`src/rtl/i2s_frame_reader.sv`:
```
// Bit-serial reader for the I2S circular frame RAM: fetches each completed 256-bit frame,
// rebuilds its eight 32-bit slots and streams MSB-justified samples out over valid/ready.
module i2s_frame_reader #(
  parameter int CIRC_BUF_BITS = 3,
  parameter int SAMPLE_BITS   = 24
) (
  input  logic                     clk_i,
  input  logic                     rst_i,
  input  logic [CIRC_BUF_BITS-1:0] last_good_frame_idx_i,
  output logic [CIRC_BUF_BITS+7:0] ram_read_addr_o,
  output logic                     ram_read_en_o,
  input  logic                     ram_read_data_i,
  output logic [SAMPLE_BITS-1:0]   sample_o,
  output logic [2:0]               channel_o,
  output logic                     last_o,
  output logic                     valid_o,
  input  logic                     ready_i,
  output logic [CIRC_BUF_BITS-1:0] frame_idx_o,
  output logic                     overrun_o
);
  localparam int FW = CIRC_BUF_BITS;
  localparam logic [FW-1:0] SKIP_THRESH = FW'((1 << FW) - 2);

  typedef enum logic [1:0] {SYNC, IDLE, READ} state_e;

  state_e                 state_q, state_d;
  logic [FW-1:0]          last_read_q, last_read_d;
  logic [FW-1:0]          target_q, target_d;
  logic [7:0]             bit_cnt_q, bit_cnt_d;
  logic                   pend_q, pend_d;
  logic [7:0]             pend_bit_q, pend_bit_d;
  logic [FW-1:0]          pend_frame_q, pend_frame_d;
  logic [30:0]            asm_q, asm_d;
  logic                   hold_valid_q, hold_valid_d;
  logic [SAMPLE_BITS-1:0] hold_sample_q, hold_sample_d;
  logic [2:0]             hold_chan_q, hold_chan_d;
  logic [FW-1:0]          hold_frame_q, hold_frame_d;
  logic                   out_valid_q, out_valid_d;
  logic [SAMPLE_BITS-1:0] out_sample_q, out_sample_d;
  logic [2:0]             out_chan_q, out_chan_d;
  logic                   out_last_q, out_last_d;
  logic [FW-1:0]          out_frame_q, out_frame_d;
  logic                   overrun_q, overrun_d;

  logic          out_free, stall, issue, word_done, skip;
  logic [31:0]   word;
  logic [FW-1:0] base_frame, gap, next_target;

  assign out_free  = !out_valid_q || ready_i;
  assign stall     = hold_valid_q && !out_free;
  assign issue     = (state_q == READ) && !stall;
  assign word      = {asm_q, ram_read_data_i};
  assign word_done = pend_q && (pend_bit_q[4:0] == 5'd31);

  // At a frame boundary the frame just finished (target_q) becomes the new last-read index.
  assign base_frame  = (state_q == READ) ? target_q : last_read_q;
  assign gap         = last_good_frame_idx_i - base_frame;
  assign skip        = (gap >= SKIP_THRESH);
  assign next_target = skip ? last_good_frame_idx_i : base_frame + FW'(1);

  always_comb begin
    // NOTE: every signal gets its hold value first so no path through this block infers a latch.
    state_d       = state_q;
    last_read_d   = last_read_q;
    target_d      = target_q;
    bit_cnt_d     = bit_cnt_q;
    pend_d        = 1'b0;
    pend_bit_d    = pend_bit_q;
    pend_frame_d  = pend_frame_q;
    asm_d         = asm_q;
    hold_valid_d  = hold_valid_q;
    hold_sample_d = hold_sample_q;
    hold_chan_d   = hold_chan_q;
    hold_frame_d  = hold_frame_q;
    out_valid_d   = out_valid_q;
    out_sample_d  = out_sample_q;
    out_chan_d    = out_chan_q;
    out_last_d    = out_last_q;
    out_frame_d   = out_frame_q;
    overrun_d     = 1'b0;

    case (state_q)
      SYNC: begin
        last_read_d = last_good_frame_idx_i;
        state_d     = IDLE;
      end
      IDLE: begin
        if (gap != '0) begin
          state_d   = READ;
          bit_cnt_d = '0;
          target_d  = next_target;
          overrun_d = skip;
        end
      end
      READ: begin
        if (issue) begin
          pend_d       = 1'b1;
          pend_bit_d   = bit_cnt_q;
          pend_frame_d = target_q;
          bit_cnt_d    = bit_cnt_q + 8'd1;
          if (bit_cnt_q == 8'd255) begin
            last_read_d = target_q;
            if (gap == '0) begin
              state_d = IDLE;
            end else begin
              target_d  = next_target;
              overrun_d = skip;
            end
          end
        end
      end
      default: state_d = SYNC;
    endcase

    if (pend_q) asm_d = word[30:0];

    if (out_free) begin
      out_valid_d = hold_valid_q;
      if (hold_valid_q) begin
        out_sample_d = hold_sample_q;
        out_chan_d   = hold_chan_q;
        out_last_d   = (hold_chan_q == 3'd7);
        out_frame_d  = hold_frame_q;
        hold_valid_d = 1'b0;
      end
    end

    // A finished word bypasses the holding register when the output stage can take it now.
    if (word_done) begin
      if (out_free && !hold_valid_q) begin
        out_valid_d  = 1'b1;
        out_sample_d = word[31 -: SAMPLE_BITS];
        out_chan_d   = pend_bit_q[7:5];
        out_last_d   = (pend_bit_q[7:5] == 3'd7);
        out_frame_d  = pend_frame_q;
      end else begin
        hold_valid_d  = 1'b1;
        hold_sample_d = word[31 -: SAMPLE_BITS];
        hold_chan_d   = pend_bit_q[7:5];
        hold_frame_d  = pend_frame_q;
      end
    end
  end

  always_ff @(posedge clk_i) begin
    if (rst_i) begin
      // NOTE: the data registers are reset too because the output fields must read zero out of reset.
      state_q       <= SYNC;
      last_read_q   <= '0;
      target_q      <= '0;
      bit_cnt_q     <= '0;
      pend_q        <= 1'b0;
      pend_bit_q    <= '0;
      pend_frame_q  <= '0;
      asm_q         <= '0;
      hold_valid_q  <= 1'b0;
      hold_sample_q <= '0;
      hold_chan_q   <= '0;
      hold_frame_q  <= '0;
      out_valid_q   <= 1'b0;
      out_sample_q  <= '0;
      out_chan_q    <= '0;
      out_last_q    <= 1'b0;
      out_frame_q   <= '0;
      overrun_q     <= 1'b0;
    end else begin
      // NOTE: non-blocking assignments so every flop samples the pre-edge value of its inputs.
      state_q       <= state_d;
      last_read_q   <= last_read_d;
      target_q      <= target_d;
      bit_cnt_q     <= bit_cnt_d;
      pend_q        <= pend_d;
      pend_bit_q    <= pend_bit_d;
      pend_frame_q  <= pend_frame_d;
      asm_q         <= asm_d;
      hold_valid_q  <= hold_valid_d;
      hold_sample_q <= hold_sample_d;
      hold_chan_q   <= hold_chan_d;
      hold_frame_q  <= hold_frame_d;
      out_valid_q   <= out_valid_d;
      out_sample_q  <= out_sample_d;
      out_chan_q    <= out_chan_d;
      out_last_q    <= out_last_d;
      out_frame_q   <= out_frame_d;
      overrun_q     <= overrun_d;
    end
  end

  assign ram_read_addr_o = {target_q, bit_cnt_q};
  assign ram_read_en_o   = issue;
  assign sample_o        = out_sample_q;
  assign channel_o       = out_chan_q;
  assign last_o          = out_last_q;
  assign valid_o         = out_valid_q;
  assign frame_idx_o     = out_frame_q;
  assign overrun_o       = overrun_q;

endmodule

```
`config.mk`:
```
export PLATFORM = sky130hd
export DESIGN_NAME = i2s_frame_reader
export DESIGN_NICKNAME = d
export VERILOG_FILES = /design/src/rtl/i2s_frame_reader.sv
export SDC_FILE = /design/constraint.sdc
export NUM_CORES = 1
export LEC_CHECK = 0
export CORE_MARGIN = 5
export CORE_UTILIZATION = 30
export CTS_CLUSTER_DIAMETER = 80
export DETAILED_ROUTE_END_ITERATION = 8
export PLACE_DENSITY_LB_ADDON = 0.12
export SYNTH_ARGS = -nofsm -noshare
export SYNTH_HDL_FRONTEND = slang
export SYNTH_SLANG_ARGS = --single-unit
export TNS_END_PERCENT = 1
```
`constraint.sdc`:
```
create_clock -name clk_i -period 7.35 [get_ports clk_i]
set_input_delay 0.735 -clock clk_i [delete_from_list [all_inputs] [get_ports clk_i]]
set_output_delay 0.735 -clock clk_i [all_outputs]
set_load 0.005 [all_outputs]
```
Yosys cells after proc, flatten, opt, wreduce, memory -nomap -nowiden:

Index checks and enable logic that the tools add are counted.
Widths: inputs -> output; s select.

* shifts and indexed selects: 0
* $mul: 0
* $lt $le $gt $ge: 1
* div/mod/pow operators: 0
* bitwise gates (word level): 2
* reductions and logical operators: 21
* multiplexer cells: 46
* add/sub/neg operators: 3
* equal/unequal tests: 11

Operators by type and width (number)
* $mux 24: 4
* $mux 3: 16
* $mux 8: 2
* $pmux 8 s2: 1
* $mux 1: 15
* $pmux 3 s2: 2
* $add 8x1->8 const B: 1
* $eq 8x8->1 const B: 1
* $mux 2: 4
* $eq 3x3->1 const B: 2
* $ne 2x2->1 const B: 3
* $pmux 2 s3: 1
* $reduce_and 3->1: 2
* $eq 5x5->1 const B: 1
* $reduce_and 5->1: 1
* $logic_and 1x1->1: 4
* $logic_not 1->1: 4
* $ne 2x1->1 const B: 2
* $reduce_and 2->1: 2
* $reduce_and 4->1: 1
* $reduce_bool 2->1: 2
* $add 3x1->3 const B: 1
* $ge 3x3->1 const B: 1
* $logic_not 3->1: 1
* 9 further kinds: 10

* bits in registers: 123
* input port bits: 7
* logic and storage cells: 102
* memories: 0
* latch bits: 0
* ROM bits: 0
* output and inout bits: 45
* RAM bits: 0

Longest topological paths before layout:

Gate-level depths: netlist (run 1).

* depth after elaboration: 9
* depth in mapped cells: 13
* gate-level depth less buffers: 11

Least setup slack after synthesis (run 1):

Ideal clock, no wire load.

* path kind: flip-flop to flip-flop
* start: register state_q[0]
* end: register target_q[0]
* setup time: 0.086 ns
* arrival: 2.988 ns
* slack: 4.277 ns
* path buffers: 2
* period minus slack after synthesis: 3.073 ns
* cell stages (with the launch flop): 13
* required time: 7.264 ns
* path through: dfxtp_1 inv_1 ha_1 buf_6 clkbuf_1 nand2_1 o21ai_0 fa_1 xor2_1 xnor2_4 nor2b_1 mux2_2 a211oi_1

* word-level cells in the longest chain between the ends: 9
* elaborated cells on any way between the ends: 21
* those cells by class: 2 x add/sub; 1 x order compare; 6 x eq/ne; 7 x mux; 5 x reduce/logical

RTL lines
* start, declared: line 26 `state_e state_q, state_d;`
* start signal, assigned: line 168 `state_q <= state_d;`
* $eq 2x2->1: line 51, 56, 82
* $mux 3: line 56 `assign base_frame = (state_q == READ) ? target_q : last_read_q;`
* $sub 3x3->3: line 57 `assign gap = last_good_frame_idx_i - base_frame;`
* $ge 3x3->1: line 58 `assign skip = (gap >= SKIP_THRESH);`
* $mux 3: line 59 `assign next_target = skip ? last_good_frame_idx_i : base_frame + FW'(1);`
* $mux 3: line 103 `if (gap == '0) begin`
* $mux 3: line 101 `if (bit_cnt_q == 8'd255) begin`
* $mux 3: line 96 `if (issue) begin`
* $pmux 3 s2: line 82 `case (state_q)`
* end signal, assigned: line 170 `target_q <= target_d;`
* end, declared: line 28 `logic [FW-1:0] target_q, target_d;`

Parallel ways exist; a longest one is shown, timed or not. The select of a mux whose other input is x is not followed.
A chain may end at the register's enable or synchronous reset.

Final worst setup path (run 1):

* start: register state_q[0]
* end: output ram_read_en_o

* word-level cells in the longest chain between the ends: 2

RTL lines
* $eq 2x2->1: line 51 `assign issue = (state_q == READ) && !stall;`
* $logic_and 1x1->1: line 51
* end, declared: line 11 `output logic ram_read_en_o,`

Every way passes these cells.

==> results of run 1 <==
==> registers in the layout (all words and copies together) (netlist names), 8 cells and up <==
| register | cells |
|---|---|
| asm_q | 31 |
| hold_sample_q | 24 |
| sample_o | 24 |
| bit_cnt_q | 8 |
| pend_bit_q | 8 |
==> cell usage after synthesis (all sizes together) <==
master   instances
a21bo            1
a22o             1
and4             1
dfxtp          123
nand3b           2
or2              2
a21boi           1
o31a             1
buf             10
nor2b            2
o31ai            3
o2111ai          1
nand2b           2
nand4            2
nor3             2
nor2            75
a211oi          35
and3             3
or3              3
o211ai           2
or4              3
o41ai            1
inv             10
mux2             2
fa               1
mux2i           67
o21ai            9
xor2             2
clkbuf          28
nand3            6
xnor2            2
a2bb2oi          1
a21oi           53
o21bai           2
nand2           98
ha               8
o311a            1
==> per-layer routing <==
metal	global-route usage [%]	share of wire, %	wire, um	vias to the layer above
li1	-	-	-	2027
met1	15.9	49	5640	1809
met2	18.8	46	5330	54
met3	4.26	3.7	423	8
met4	4.33	0.92	106	0
met5	0	0	0	-
==> report_power, final <==
group / switching [uW] / leakage, uW / internal [uW]
logic: 151 / 0.00111 / 127
registers: 42.9 / 0.000992 / 691
clock network: 311 / 0.000312 / 580
total: 505 / 0.00241 / 1400
==> cell families (layout without fill, tap and decap cells) <==
| family | count (synthesis) | after routing |
|---|---|---|
| and+or+nand+nor | 201 | 201 |
| adders and majority gates | 9 | 9 |
| buffers and inverters | 48 | 95 |
| AOI/OAI and AO/OA | 112 | 112 |
| muxes | 69 | 69 |
| DFF | 123 | 123 |
| xor gates and xnor gates | 4 | 4 |
==> worst max-delay path, delay by kind of cell, from the launching register on <==
kind	cells	cell delay, ns
AND/OR/NAND/NOR	1	0.44
buffers and inverters	3	1.12
flip-flops	1	0.34
adder cells (fa/ha/maj)	1	0.58
==> per-stage QoR <==
stage	hold slack (ns)	std cells	utilization (%)	total power, uW	setup WS [ns]
2_1_floorplan	0.436	566	-	960	4.28
3_3_place_gp	0.441	801	34.5	1020	3.92
3_5_place_dp	0.446	801	34.5	1030	3.73
4_1_cts	0.454	833	38.3	1930	3.67
5_1_grt	0.470	833	38.3	1990	3.40
6_report	0.452	833	38.3	1900	3.72
==> final cells by class <==
cell class	count	area share, %
inverters	10	0.591
flip-flops and latches	123	38.8
clock buffers	19	6.97
clock inverters	13	3.01
repair buffers	53	8.23
well taps	220	4.33
multi-input cells	395	38.1
==> path summary, 6_finish.rpt <==
path	start	end	slack (ns)
min	hold_sample_q[10]	hold_sample_q[10]	0.45
min reg2reg	hold_sample_q[10]	hold_sample_q[10]	0.45
max	state_q[0]	ram_read_en_o	3.72
max reg2reg	state_q[0]	target_q[0]	3.74
==> results by group, run 1 <==
Worst setup path
  • CP dominant cell by count: inv_1
  • Slowest stage delay, CP: 0.61 ns
  • CP required: 6.61 ns
  • Crit path max fanout: 17
  • Arr. time, crit path: 2.89 ns
  • Worst path cell trace: inv_1 > ha_1 > nand2_1 > inv_1 > clkdlybuf4s50_1
  • Slowest stage cell, crit path: clkdlybuf4s50_1
  • Critical Path Start Type: register
  • WS Path Type: register to output port
  • Worst setup EP type: output port
  • Reg2reg path depth: 10

Clock tree
  • CTS tree: yes
  • Clk_lat worst skew: 0.41 ns
  • Hold_buf cts: 0
  • CTS sink cnt: 123
  • Root Buffer: clkbuf_16
  • Post-CTS Setup Repair Bufs: 0
  • # resized after CTS: 0
  • TritonCTS Buffers: 17
  • Clock-pin slew of the registers on the worst-case setup and hold paths: 0.06 ns
  • CTS H-Tree Depth: 4
  • Clk buf depth: 2

Synth
  • Top cells by area, synth: dfxtp_1, mux2i_1, nand2_1
  • Synth Area in Adders: 2.37%
  • Post-synth cell types: 42
  • Yosys warnings: 0
  • Seq/Total Area, Yosys: 48.6%
  • Syn avg cell area: 8.95 um2
  • Mux cell area share after synthesis: 13.9%
  • Compound-gate portion of the synthesized area: 13.8%
  • Post-synthesis simple-gate area fraction: 16.3%
  • Syn Nets: 582
  • Mapped Area: 5060 um2
  • Register bit total from synthesis: 123
  • Synth Area in XOR/XNOR: 1.06%
  • Synth top area share: 48.6%
  • Main combinational cell family by area after synthesis: simple AND/OR/NAND/NOR gates
  • Synth area leader: dfxtp_1
  • Syn Inst Count: 566

GRT
  • Tot GR Track Use: 12.2%
  • Via count of the first global-routing pass: 3916
  • First-pass GRT wire length: 19.5 mm
  • Largest net degree at the start of global routing: 90
  • Remaining Overflow, GRT: 0
  • Antenna violations before repair: 0

Placed design
  • GPL Wtd Cong: 0.796
  • Dpl hpwl: 6.92 mm
  • DP Area: 5720 um2
  • Number of I/O port buffers: 51

Layout
  • # diodes: 0
  • Final Net Count: 616
  • Fill count: 1650
  • Sequential cell area: 2460 um2
  • Design Area, Final: 6360 um2
  • Area growth from synthesis to layout: 25.5%
  • Layout cell share with drive strength beyond 1: 7.67%
  • Most frequent cells in the layout: dfxtp_1, nand2_1, nor2_1, mux2i_1, a21oi_1
  • Multi-input logic area: 2420 um2
  • Most common cell after layout, fill and taps aside: dfxtp_1

STA
  • Clock skew: 0.0104 ns
  • Max-slew headroom: 23.9%
  • Slew @ Worst Pin: 1.14 ns
  • Unrepaired setup endpoints after global routing: no
  • # setup viols final: 0
  • Maximum operating frequency: 0.276 GHz
  • Final Max Tran Viols: 0
  • Final count of hold timing violations: 0
  • Fin crit period: 3.63 ns
  • Setup tns final: 0 ns
  • Fin crit share: 49.4%

Detailed routing
  • Total number of vias: 3898
  • Number of vias per cell: 4.68
  • Per-cell routed wire length: 13.8 um
  • DRT iter0 DRCs: 126
  • Total wire length: 11.5 mm
  • Post-DRT Antenna Nets: 0
  • DRC Markers: 0
  • DRT Pass-1 Iters: 4

Floorplanning
  • Ports: 52
  • Die H: 140 um
  • Die footprint: 19600 um2
  • Initial core utilization: 30.5%
  • DIE WIDTH: 140 um
  • FP Rows: 47
  • Core Area: 16600 um2

Power
  • Leak pwr: 0.00241 uW
  • Pwr Density: 300 nW/um2
  • Worst vdd ir: 158 uV

Worst hold path
  • Cells on Worst Hold Path: 2
  • Worst hold path class: register to register

Flow run
  • Max cap viols: 0

Status
  • Outcome: finished, final reports clean
Power figures use the tool's default switching activity.
==> run 2, diff against run 1 <==
Clock period 7.35 ns to 3.57 ns, I/O delays scaled along.
==> run 2 against run 1 <==
Global-route usage grew 0.41 points; worst setup slack worse by 3.2 ns; power is 91% higher; wire length up 2.8%; sequential share of layout area grew 0.27 points; die area unchanged; via count rose by 2.1%.
==> results by group, run 2 (synthesis results as in run 1) <==
Status
  • Outcome: finished, final reports clean

Power
  • Leak pwr: 0.00241 uW
  • Pwr Density: 576 nW/um2
  • Worst vdd ir: 330 uV

Detailed routing
  • DRT iter0 DRCs: 192
  • Per-cell routed wire length: 14.1 um
  • Number of vias per cell: 4.74
  • DRT Pass-1 Iters: 5
  • Total number of vias: 3981
  • DRC Markers: 0
  • Post-DRT Antenna Nets: 0
  • Total wire length: 11.8 mm

Placed design
  • Dpl hpwl: 7.55 mm
  • Number of I/O port buffers: 51
  • GPL Wtd Cong: 0.818

Clock tree
  • # resized after CTS: 0
  • Clock-pin slew of the registers on the worst-case setup and hold paths: 0.05 ns
  • Clk buf depth: 2
  • CTS sink cnt: 123
  • TritonCTS Buffers: 17
  • Post-CTS Setup Repair Bufs: 0
  • Hold_buf cts: 0
  • Clk_lat worst skew: 0.41 ns
  • CTS H-Tree Depth: 4
  • Root Buffer: clkbuf_16
  • CTS tree: yes

Layout
  • Most frequent cells in the layout: dfxtp_1, nand2_1, nor2_1, mux2i_1, a21oi_1
  • Max reg flops: 31
  • Most flops, register: asm_q
  • Most common cell after layout, fill and taps aside: dfxtp_1
  • Area growth from synthesis to layout: 24.6%
  • Fin util: 38.1%
  • Final Net Count: 626
  • Layout cell share with drive strength beyond 1: 8.06%
  • # diodes: 0

GRT
  • Remaining Overflow, GRT: 0
  • Largest net degree at the start of global routing: 64
  • First-pass GRT wire length: 20.1 mm
  • Antenna violations before repair: 0
  • Via count of the first global-routing pass: 3944
  • Tot GR Track Use: 12.6%

STA
  • Fin crit share: 85.8%
  • Final Max Tran Viols: 0
  • Clock skew: 0.00705 ns
  • Slew @ Worst Pin: 0.783 ns
  • Setup tns final: 0 ns
  • # setup viols final: 0
  • Maximum operating frequency: 0.326 GHz
  • Unrepaired setup endpoints after global routing: no
  • Fin crit period: 3.06 ns
  • Final count of hold timing violations: 0
  • Max-slew headroom: 47.4%

Worst setup path
  • Worst path cell trace: inv_1 > ha_1 > nand2_1 > o21ai_0 > ha_1 > fa_1 > xor2_1 > xnor2_4 > nor2b_1 > mux2_2 > a211oi_1
  • CP required: 3.89 ns
  • Crit path max fanout: 9
  • CP dominant cell by count: ha_1
  • Slowest stage delay, CP: 0.38 ns
  • Slowest stage cell, crit path: dfxtp_1
  • Critical Path Start Type: register
  • Arr. time, crit path: 3.39 ns
  • Worst setup EP type: register
  • WS Path Type: register to register

Floorplanning
  • Core Area: 16600 um2
  • Die footprint: 19600 um2
  • Die H: 140 um
  • Ports: 52
  • FP Rows: 47
  • DIE WIDTH: 140 um
  • Initial core utilization: 30.5%

Worst hold path
  • Worst hold path class: primary input to register

Flow run
  • Max cap viols: 0
==> run 2: report_power, final <==
group	leakage [uW]	switching, uW	total [uW]	internal, uW
sequential	0.000992	50.7	1480	1430
combinational	0.00115	352	634	282
clock	0.000259	559	1520	964
==> run 2: per-layer routing <==
layer	part of all wire, %	up-vias	track usage, %
li1	-	2032	-
met3	3.5	17	3.89
met2	45	60	19.4
met1	49	1872	16.4
met5	0	-	0
met4	1.9	0	5.35
==> run 2: area by class of cell <==
type / count / area, um2
clock buffer: 27 / 513
clock inverter: 2 / 10.0
fill: 1722 / 10300
inverter: 10 / 37.5
multi-input combinational: 395 / 2410
sequential: 123 / 2460
tap: 220 / 275
timing repair buffer: 63 / 598
==> run 2: critical path, delay by kind of cell, from the launching register on <==
kind                     cells  cell delay [ns]
AO/OA/AOI/OAI                2             0.38
XOR/XNOR                     2             0.54
adder cells (fa/ha/maj)      3             0.89
buffers and inverters        1             0.10
flip-flops                   1             0.38
multiplexers                 1             0.36
AND/OR/NAND/NOR              2             0.33
==> run 2: path summary, 6_finish.rpt <==
| path | from | to | slack, ns | cells past startpoint |
|---|---|---|---|---|
| worst max-delay path | state_q[0] | target_q[0] | 0.51 | 11 |
| worst min-delay path | rst_i | last_read_q[1] | 0.45 | 2 |
| worst max register to register | state_q[0] | target_q[0] | 0.51 | 11 |
| worst min register to register | pend_bit_q[2] | pend_bit_q[2] | 0.45 | 2 |
==> run 2: per-stage QoR <==
step	setup WS (ns)	instances	total power, uW	hold WS (ns)	instance area [um2]
after floorplan	0.497	566	1980	0.436	5060
after global placement	0.630	811	2130	0.441	5790
after detailed placement	0.495	811	2140	0.447	5790
after CTS	0.465	840	3690	0.445	6310
after global routing	0.218	840	3820	0.472	6310
final	0.506	840	3630	0.451	6310
